**src/rtl/add_display_arb.sv**
```systemverilog
// Two-requester round-robin adder that shows a+b on a 7-segment display for HOLD_CYCLES cycles.
// Optional macro ADD_DISP_BLANK_EN: blank the display whenever the arbiter is idle.
module add_display_arb #(
    parameter int unsigned HOLD_CYCLES = 16
) (
    input  logic       clk,
    input  logic       rst_n,
    input  logic       req0_valid,
    input  logic [2:0] req0_a,
    input  logic [2:0] req0_b,
    output logic       req0_ready,
    input  logic       req1_valid,
    input  logic [2:0] req1_a,
    input  logic [2:0] req1_b,
    output logic       req1_ready,
    output logic [6:0] seg,
    output logic       src,
    output logic       busy
);

    typedef enum logic {IDLE, HOLD} state_t;

    localparam logic [15:0] HOLD_LOAD = 16'(HOLD_CYCLES - 1);
    localparam logic [6:0]  SEG_BLANK = 7'b1111111;

    state_t      state, state_nxt;
    logic [15:0] hold_cnt;
    logic        last_grant;
    logic        grant;
    logic        grant_id;
    logic [2:0]  op_a, op_b;
    logic [3:0]  sum;

    function automatic logic [6:0] seg_of(input logic [3:0] value);
        case (value)
            4'd0:    seg_of = 7'b1000000;
            4'd1:    seg_of = 7'b1111001;
            4'd2:    seg_of = 7'b0100100;
            4'd3:    seg_of = 7'b0110000;
            4'd4:    seg_of = 7'b0011001;
            4'd5:    seg_of = 7'b0010010;
            4'd6:    seg_of = 7'b0000010;
            4'd7:    seg_of = 7'b1111000;
            4'd8:    seg_of = 7'b0000000;
            4'd9:    seg_of = 7'b0010000;
            4'd10:   seg_of = 7'b0001000;
            4'd11:   seg_of = 7'b0000011;
            4'd12:   seg_of = 7'b1000110;
            4'd13:   seg_of = 7'b0100001;
            4'd14:   seg_of = 7'b0000110;
            default: seg_of = 7'b0111000;
        endcase
    endfunction

    // NOTE: every signal written here gets a default first so no latch is inferred.
    always_comb begin
        state_nxt = state;
        grant     = 1'b0;
        grant_id  = 1'b0;
        case (state)
            IDLE: begin
                if (req0_valid || req1_valid) begin
                    grant     = 1'b1;
                    // On a tie the requester not granted last wins.
                    grant_id  = req1_valid && (!req0_valid || !last_grant);
                    state_nxt = HOLD;
                end
            end
            HOLD: begin
                if (hold_cnt == 16'd0) state_nxt = IDLE;
            end
            default: state_nxt = IDLE;
        endcase
    end

    // Ready is combinational from valid, so it must also be held low while reset is asserted.
    assign req0_ready = rst_n && grant && !grant_id;
    assign req1_ready = rst_n && grant && grant_id;
    assign busy       = (state == HOLD);

    assign op_a = grant_id ? req1_a : req0_a;
    assign op_b = grant_id ? req1_b : req0_b;
    assign sum  = {1'b0, op_a} + {1'b0, op_b};

    // NOTE: state registers use non-blocking assignments so every flop samples pre-edge values.
    always_ff @(posedge clk or negedge rst_n) begin
        if (!rst_n) begin
            state      <= IDLE;
            hold_cnt   <= 16'd0;
            last_grant <= 1'b1;
            seg        <= SEG_BLANK;
            src        <= 1'b0;
        end else begin
            state <= state_nxt;
            if (state == IDLE && grant) begin
                hold_cnt   <= HOLD_LOAD;
                last_grant <= grant_id;
                src        <= grant_id;
                seg        <= seg_of(sum);
            end else if (state == HOLD && hold_cnt != 16'd0) begin
                hold_cnt <= hold_cnt - 16'd1;
            end
`ifdef ADD_DISP_BLANK_EN
            if (state == HOLD && hold_cnt == 16'd0) seg <= SEG_BLANK;
`else
`endif
        end
    end

endmodule

```
**config.mk**
```make
export PLATFORM = sky130hd
export DESIGN_NAME = add_display_arb
export DESIGN_NICKNAME = d
export VERILOG_FILES = /design/src/rtl/add_display_arb.sv
export SDC_FILE = /design/constraint.sdc
export NUM_CORES = 1
export LEC_CHECK = 0
export BUFFER_PORTS_ARGS = -buffer_cell sky130_fd_sc_hd__buf_2
export CAP_MARGIN = 15
export CORE_MARGIN = 2
export CORE_UTILIZATION = 45
export DETAILED_ROUTE_END_ITERATION = 10
export PLACE_DENSITY = 0.73
export SYNTH_ARGS = -nofsm -noshare
export SYNTH_HDL_FRONTEND = slang
export SYNTH_SLANG_ARGS = --single-unit
```
**constraint.sdc**
```tcl
create_clock -name clk -period 4.7 [get_ports clk]
set_clock_uncertainty 0.2 [all_clocks]
set_input_delay 0.705 -clock clk [delete_from_list [all_inputs] [get_ports clk]]
set_output_delay 0.705 -clock clk [all_outputs]
set_load 0.1 [all_outputs]
```
==> flow_summary.yaml, run 1 <==
run_status:
  outcome: "completed"
grt:
  grt_pass1_vias: 1516
  globalRouteTotalUtil: 0.186
  antenna_found_initial: 0
  grt_pass1_wl_um: 6580
  grt_use_met3: 0.0283
  grt_max_degree: 29
  met2_usage: 0.340
  grt-busiest-layer: "met2"
  grt_overflow: 0
  grtUsageMet1: 0.218
cts:
  cts_made_buffers: 3
  postCtsSetupRepairBufs: 0
  clock_sinks: 26
  cts_tree: "done"
  clock_latency_ps: 270
  clock_path_buffers: 2
  cts_hold_buf: 0
  h-tree-depth: 1
  path_clk_slew_ps: 80
  cts-resized-gates: 0
  root_buffer: "clkbuf_8"
worst_setup_path:
  path_class: "input pin to flip-flop"
  crit_path_start_kind: "input pin"
  crit_path_max_fanout: 7
  arrival_ps: 3580
  cp-end-kind: "flip-flop"
  cpPeakStageDelay_ps: 610
  critical_path_buf_inv_count: 2
  path_cells: "buf_2 -> nand2_1 -> nand2_1 -> nor2_1 -> mux2_2 -> ha_1 -> fa_1 -> inv_1 -> ha_1 -> mux2_2 -> a31oi_1 -> a31oi_1"
  rr_worst_depth: 9
  crit_slowest_cell: "fa_1"
  r2r_end: "seg[3]"
  cp_data_required_time_ps: 4690
  r2r_slack_ps: 1220
  rr_startpoint: "busy"
  cpLargestDelayFamily: "adder cells"
floorplan:
  start_util: 0.459
  rows: 23
  die_x_um: 67.4
  die-area_um2: 4550
  io_pins: 27
  core_um2: 3940
  dieHeight_um: 67.4
pwr:
  intPower_mw: 0.370
  swShare: 0.423
  p_clk_frac: 0.193
  p_per_area_nw_per_um2: 319
  p_seq_frac: 0.413
  cellLeakagePower_nw: 0.875
  comb_power_share: 0.394
  vdd_drop_max_uv: 128
  p_sw_mw: 0.272
final_layout:
  nets: 248
  antenna_cells: 0
  area_growth_syn_to_layout_pct: 11.1
  drive_gt1_frac: 0.239
  postLayoutCellArea_um2: 2010
sta:
  slew_violations: 0
  post-route-min-period_ps: 3590
  max_freq_mhz: 279
  slew_headroom: 0.406
  setup_viol: 0
  rsz0062_at_grt: "no"
  hold_violations: 0
  tns_ps: 0
  fin_ws_ps: 1110
  min_period_over_period: 0.764
  tightest_slew_ps: 883
yosys:
  syn_inst: 197
  yosysUniqueCellTypes: 44
  yosysTopAreaCellShare: 0.249
  synth_area_leaders: "dfrtp_1, dfstp_2, ha_1"
  yosysSeqAreaShare: 0.365
  yosys_register_bits: 26
  yosysWarnings: 0
  syn_area_um2: 1810
  synth_top_area_cell: "dfrtp_1"
  synth_fp_nets: 225
  avgSynthCellArea_um2: 9.19
place:
  dp_slack_ps: 787
  dp_hpwl_um: 2880
  placed_area_um2: 1970
  numPortBuffers: 26
  gp_congestion: 1.00
routing:
  post_drt_wl_per_cell_um: 14.4
  drt_wl_total_um: 3860
  vias: 1563
  drc_errors: 0
  vias_per_cell: 5.83
  drtAntennaViolNets: 0
  first_pass_iters: 4
  drt_iter0_drc: 89
hold_path:
  hold_path.class: "input pin to async pin"
job:
  cap_viol_max_count: 0
-- power groups by stage --
stage | clock network [mW] | registers (mW) | logic, mW
6_report | 0.124 | 0.266 | 0.253
5_1_grt | 0.138 | 0.268 | 0.268
3_5_place_dp | 0 | 0.270 | 0.252
3_3_place_gp | 0 | 0.270 | 0.250
2_1_floorplan | 0 | 0.398 | 0.0802
4_1_cts | 0.128 | 0.266 | 0.253
-- cells by family after synthesis --
| kind of cell | synth area share |
|---|---|
| AOI/OAI and AO/OA | 0.153 |
| xor gates and xnor gates | 0.00968 |
| adders and majority gates | 0.0871 |
| buffers and inverters | 0.0325 |
| DFF | 0.365 |
| muxes | 0.119 |
| and+or+nand+nor | 0.234 |
-- per-layer routing --
metal  part of all wire  up-vias  routed length, µm
met2               0.50       49               1920
met4              0.016        0                 61
met5                  0        -                  0
met3              0.040        9                153
li1                   -      770                  -
met1               0.45      735               1730
-- cell type report --
cell class / instances / area [µm²]
fillers: 357 / 1930
multi-input cells: 156 / 1090
inverters: 7 / 26.3
clock buffers: 3 / 41.3
well taps: 50 / 62.6
repair buffers: 26 / 130
flip-flops and latches: 26 / 661
-- worst max-delay path by stage --
stage	start	endpoint	cells past startpoint
floorplan	busy	req1_ready	2
finish	req0_valid	seg[3]	12
global route	req0_valid	seg[3]	12
CTS	req0_valid	seg[3]	12
detailed placement	req0_valid	seg[3]	12
global placement	req0_valid	seg[3]	12
-- cells in the final DEF (no fill, tap or decap), drive strengths merged, types with 4 or more instances in the layout --
| cell type | Yosys | routed |
|---|---|---|
| dfrtp | 18 | 18 |
| buf | 2 | 26 |
| nor4 | 4 | 4 |
| o21ai | 15 | 15 |
| nor2 | 12 | 12 |
| nand3 | 5 | 5 |
| a21oi | 14 | 14 |
| dfstp | 8 | 8 |
| a31oi | 4 | 4 |
| ha | 11 | 11 |
| or4 | 8 | 8 |
| nor3 | 9 | 9 |
| mux2i | 11 | 11 |
| mux2 | 9 | 9 |
| inv | 7 | 7 |
| or3 | 6 | 6 |
| nand2 | 19 | 19 |
-- cell usage after synthesis, drive strengths merged --
| library cell | count |
|---|---|
| nand3b | 3 |
| a221o | 1 |
| nor4bb | 1 |
| nor4b | 2 |
| dfrtp | 18 |
| or4b | 1 |
| nand3 | 5 |
| a21oi | 14 |
| or3 | 6 |
| o311ai | 1 |
| a22oi | 1 |
| mux2i | 11 |
| clkbuf | 6 |
| and4 | 1 |
| o31ai | 3 |
| xor2 | 1 |
| nor3b | 1 |
| a211o | 1 |
| a211oi | 1 |
| nand2b | 2 |
| or4 | 8 |
| nand2 | 19 |
| a31oi | 4 |
| fa | 1 |
| xnor2 | 1 |
| a32o | 1 |
| o21ai | 15 |
| inv | 7 |
| o211ai | 1 |
| buf | 2 |
| nor3 | 9 |
| dfstp | 8 |
| mux2 | 9 |
| or2 | 3 |
| a21o | 1 |
| nor2 | 12 |
| ha | 11 |
| o22ai | 1 |
| nor4 | 4 |
-- state kept, by name (all words and copies together), names as in the netlist --
name and flops:
hold_cnt 16, last_grant 1, src 1, busy 1
seg 7
-- metrics by stage --
step,power [mW],hold slack (ps),std cells,util
2_1_floorplan,0.478,209,197,-
3_3_place_gp,0.521,266,265,0.500
3_5_place_dp,0.522,260,265,0.500
4_1_cts,0.646,249,268,0.510
5_1_grt,0.674,282,268,0.510
6_report,0.642,236,268,0.510
Power figures use the tool's default switching activity.
==> run 2: changes to the inputs <==
PLACE_DENSITY = 0.76   (was 0.73)
clock period = 3.1 ns   (was 4.7 ns; I/O delays follow)
==> flow_summary.yaml, run 2 (same netlist as run 1, synthesis figures left out) <==
run_status:
  outcome: "completed"
sta:
  tightest_slew_ps: 982
  slew_headroom: 0.340
  setup_viol: 0
  min_period_over_period: 0.942
  fin_ws_ps: 180
  tns_ps: 0
  hold_violations: 0
  post-route-min-period_ps: 2920
  rsz0062_at_grt: "no"
  slew_violations: 0
  holdWs_ps: 278
  max_freq_mhz: 343
grt:
  grt_overflow: 0
  grt_pass1_vias: 1569
  grt_max_degree: 23
  grt_pass1_wl_um: 7090
  globalRouteTotalUtil: 0.203
  antenna_found_initial: 0
final_layout:
  nets: 260
  antenna_cells: 0
  layout_common_cells: "buf_2, nand2_1, dfrtp_1"
  drive_gt1_frac: 0.307
  reg_top3: "hold_cnt: 16 flops, seg: 7 flops"
  regMostFlops: "hold_cnt"
  area_growth_syn_to_layout_pct: 19.3
  largest_reg_flops: 16
  layout_commonest_cell: "buf_2"
  final_util: 0.548
  fillers: 349
place:
  gp_congestion: 0.866
  dp_hpwl_um: 2960
  numPortBuffers: 26
  dp_slack_ps: -54.9
pwr:
  cellLeakagePower_nw: 0.943
  p_per_area_nw_per_um2: 478
  vdd_drop_max_uv: 237
  power_mw: 1.03
worst_setup_path:
  cp_data_required_time_ps: 3110
  rr_startpoint: "last_grant"
  r2r_slack_ps: 180
  path_class: "flip-flop to flip-flop"
  crit_start: "last_grant"
  arrival_ps: 2920
  cp-end-kind: "flip-flop"
  crit_path_max_fanout: 7
  rr_worst_depth: 10
  crit_path_start_kind: "flip-flop"
routing:
  drt_wl_total_um: 4060
  vias_per_cell: 5.68
  drtAntennaViolNets: 0
  first_pass_iters: 4
  drc_errors: 0
  vias: 1595
  drt_iter0_drc: 84
  post_drt_wl_per_cell_um: 14.4
floorplan:
  core_um2: 3940
  rows: 23
  dieHeight_um: 67.4
  io_pins: 27
  die-area_um2: 4550
  die_x_um: 67.4
  start_util: 0.459
cts:
  h-tree-depth: 1
  clock_path_buffers: 2
  path_clk_slew_ps: 90
  clock_latency_ps: 280
  cts_made_buffers: 3
  postCtsSetupRepairBufs: 0
  clock_sinks: 26
  root_buffer: "clkbuf_8"
  cts-resized-gates: 0
  cts_tree: "done"
  cts_hold_buf: 1
hold_path:
  min_from: "src"
  hold_depth: 1
  hold_path.class: "flip-flop to flip-flop"
job:
  cap_viol_max_count: 0
[run 2: changes by cell type in the layout (fill, tap and decap cells not counted), sizes merged]
cell,change
buf,+11
clkbuf,+1
dlygate4sd3,+1
[run 2: worst max-delay path: stages, from the launching register on]
cell and delay [ps]:
dfstp_2 540, nand2_1 50, nand2_1 120, nor2_4 80
mux2_4 310, ha_4 170, fa_2 490, ha_1 330
nand3_1 100, a221o_1 300, a31oi_1 160
[run 2: layer usage]
metal	global-route usage	wire length, µm	part of all wire
met1	0.238	1840	0.45
met2	0.373	2050	0.50
met3	0.0367	125	0.031
met4	0.0612	46	0.011
met5	0	0	0
[run 2: final cells by class]
cell class / count / area (µm²) / area share
multi-input combinational: 156 / 1130 / 0.523
sequential: 26 / 664 / 0.308
timing repair buffer: 38 / 223 / 0.103
tap: 50 / 62.6 / 0.0290
clock buffer: 4 / 55.1 / 0.0255
inverter: 7 / 26.3 / 0.0122
[run 2: path summary, 6_finish.rpt]
path / to
min in group asynchronous: src
min: src
max reg2reg: seg[3]
min reg2reg: src
max: seg[3]
max in group asynchronous: seg[4]
[run 2: per-stage QoR]
stage	area (µm²)	instances
3_5_place_dp	2090	276
5_1_grt	2160	281
6_report	2160	281
2_1_floorplan	1860	197
4_1_cts	2160	281
3_3_place_gp	2090	276
[run 2: report_power, final]
part	internal [mW]	switching, mW
clock network	0.114	0.112
logic	0.106	0.297
registers	0.386	0.0172
total	0.606	0.426
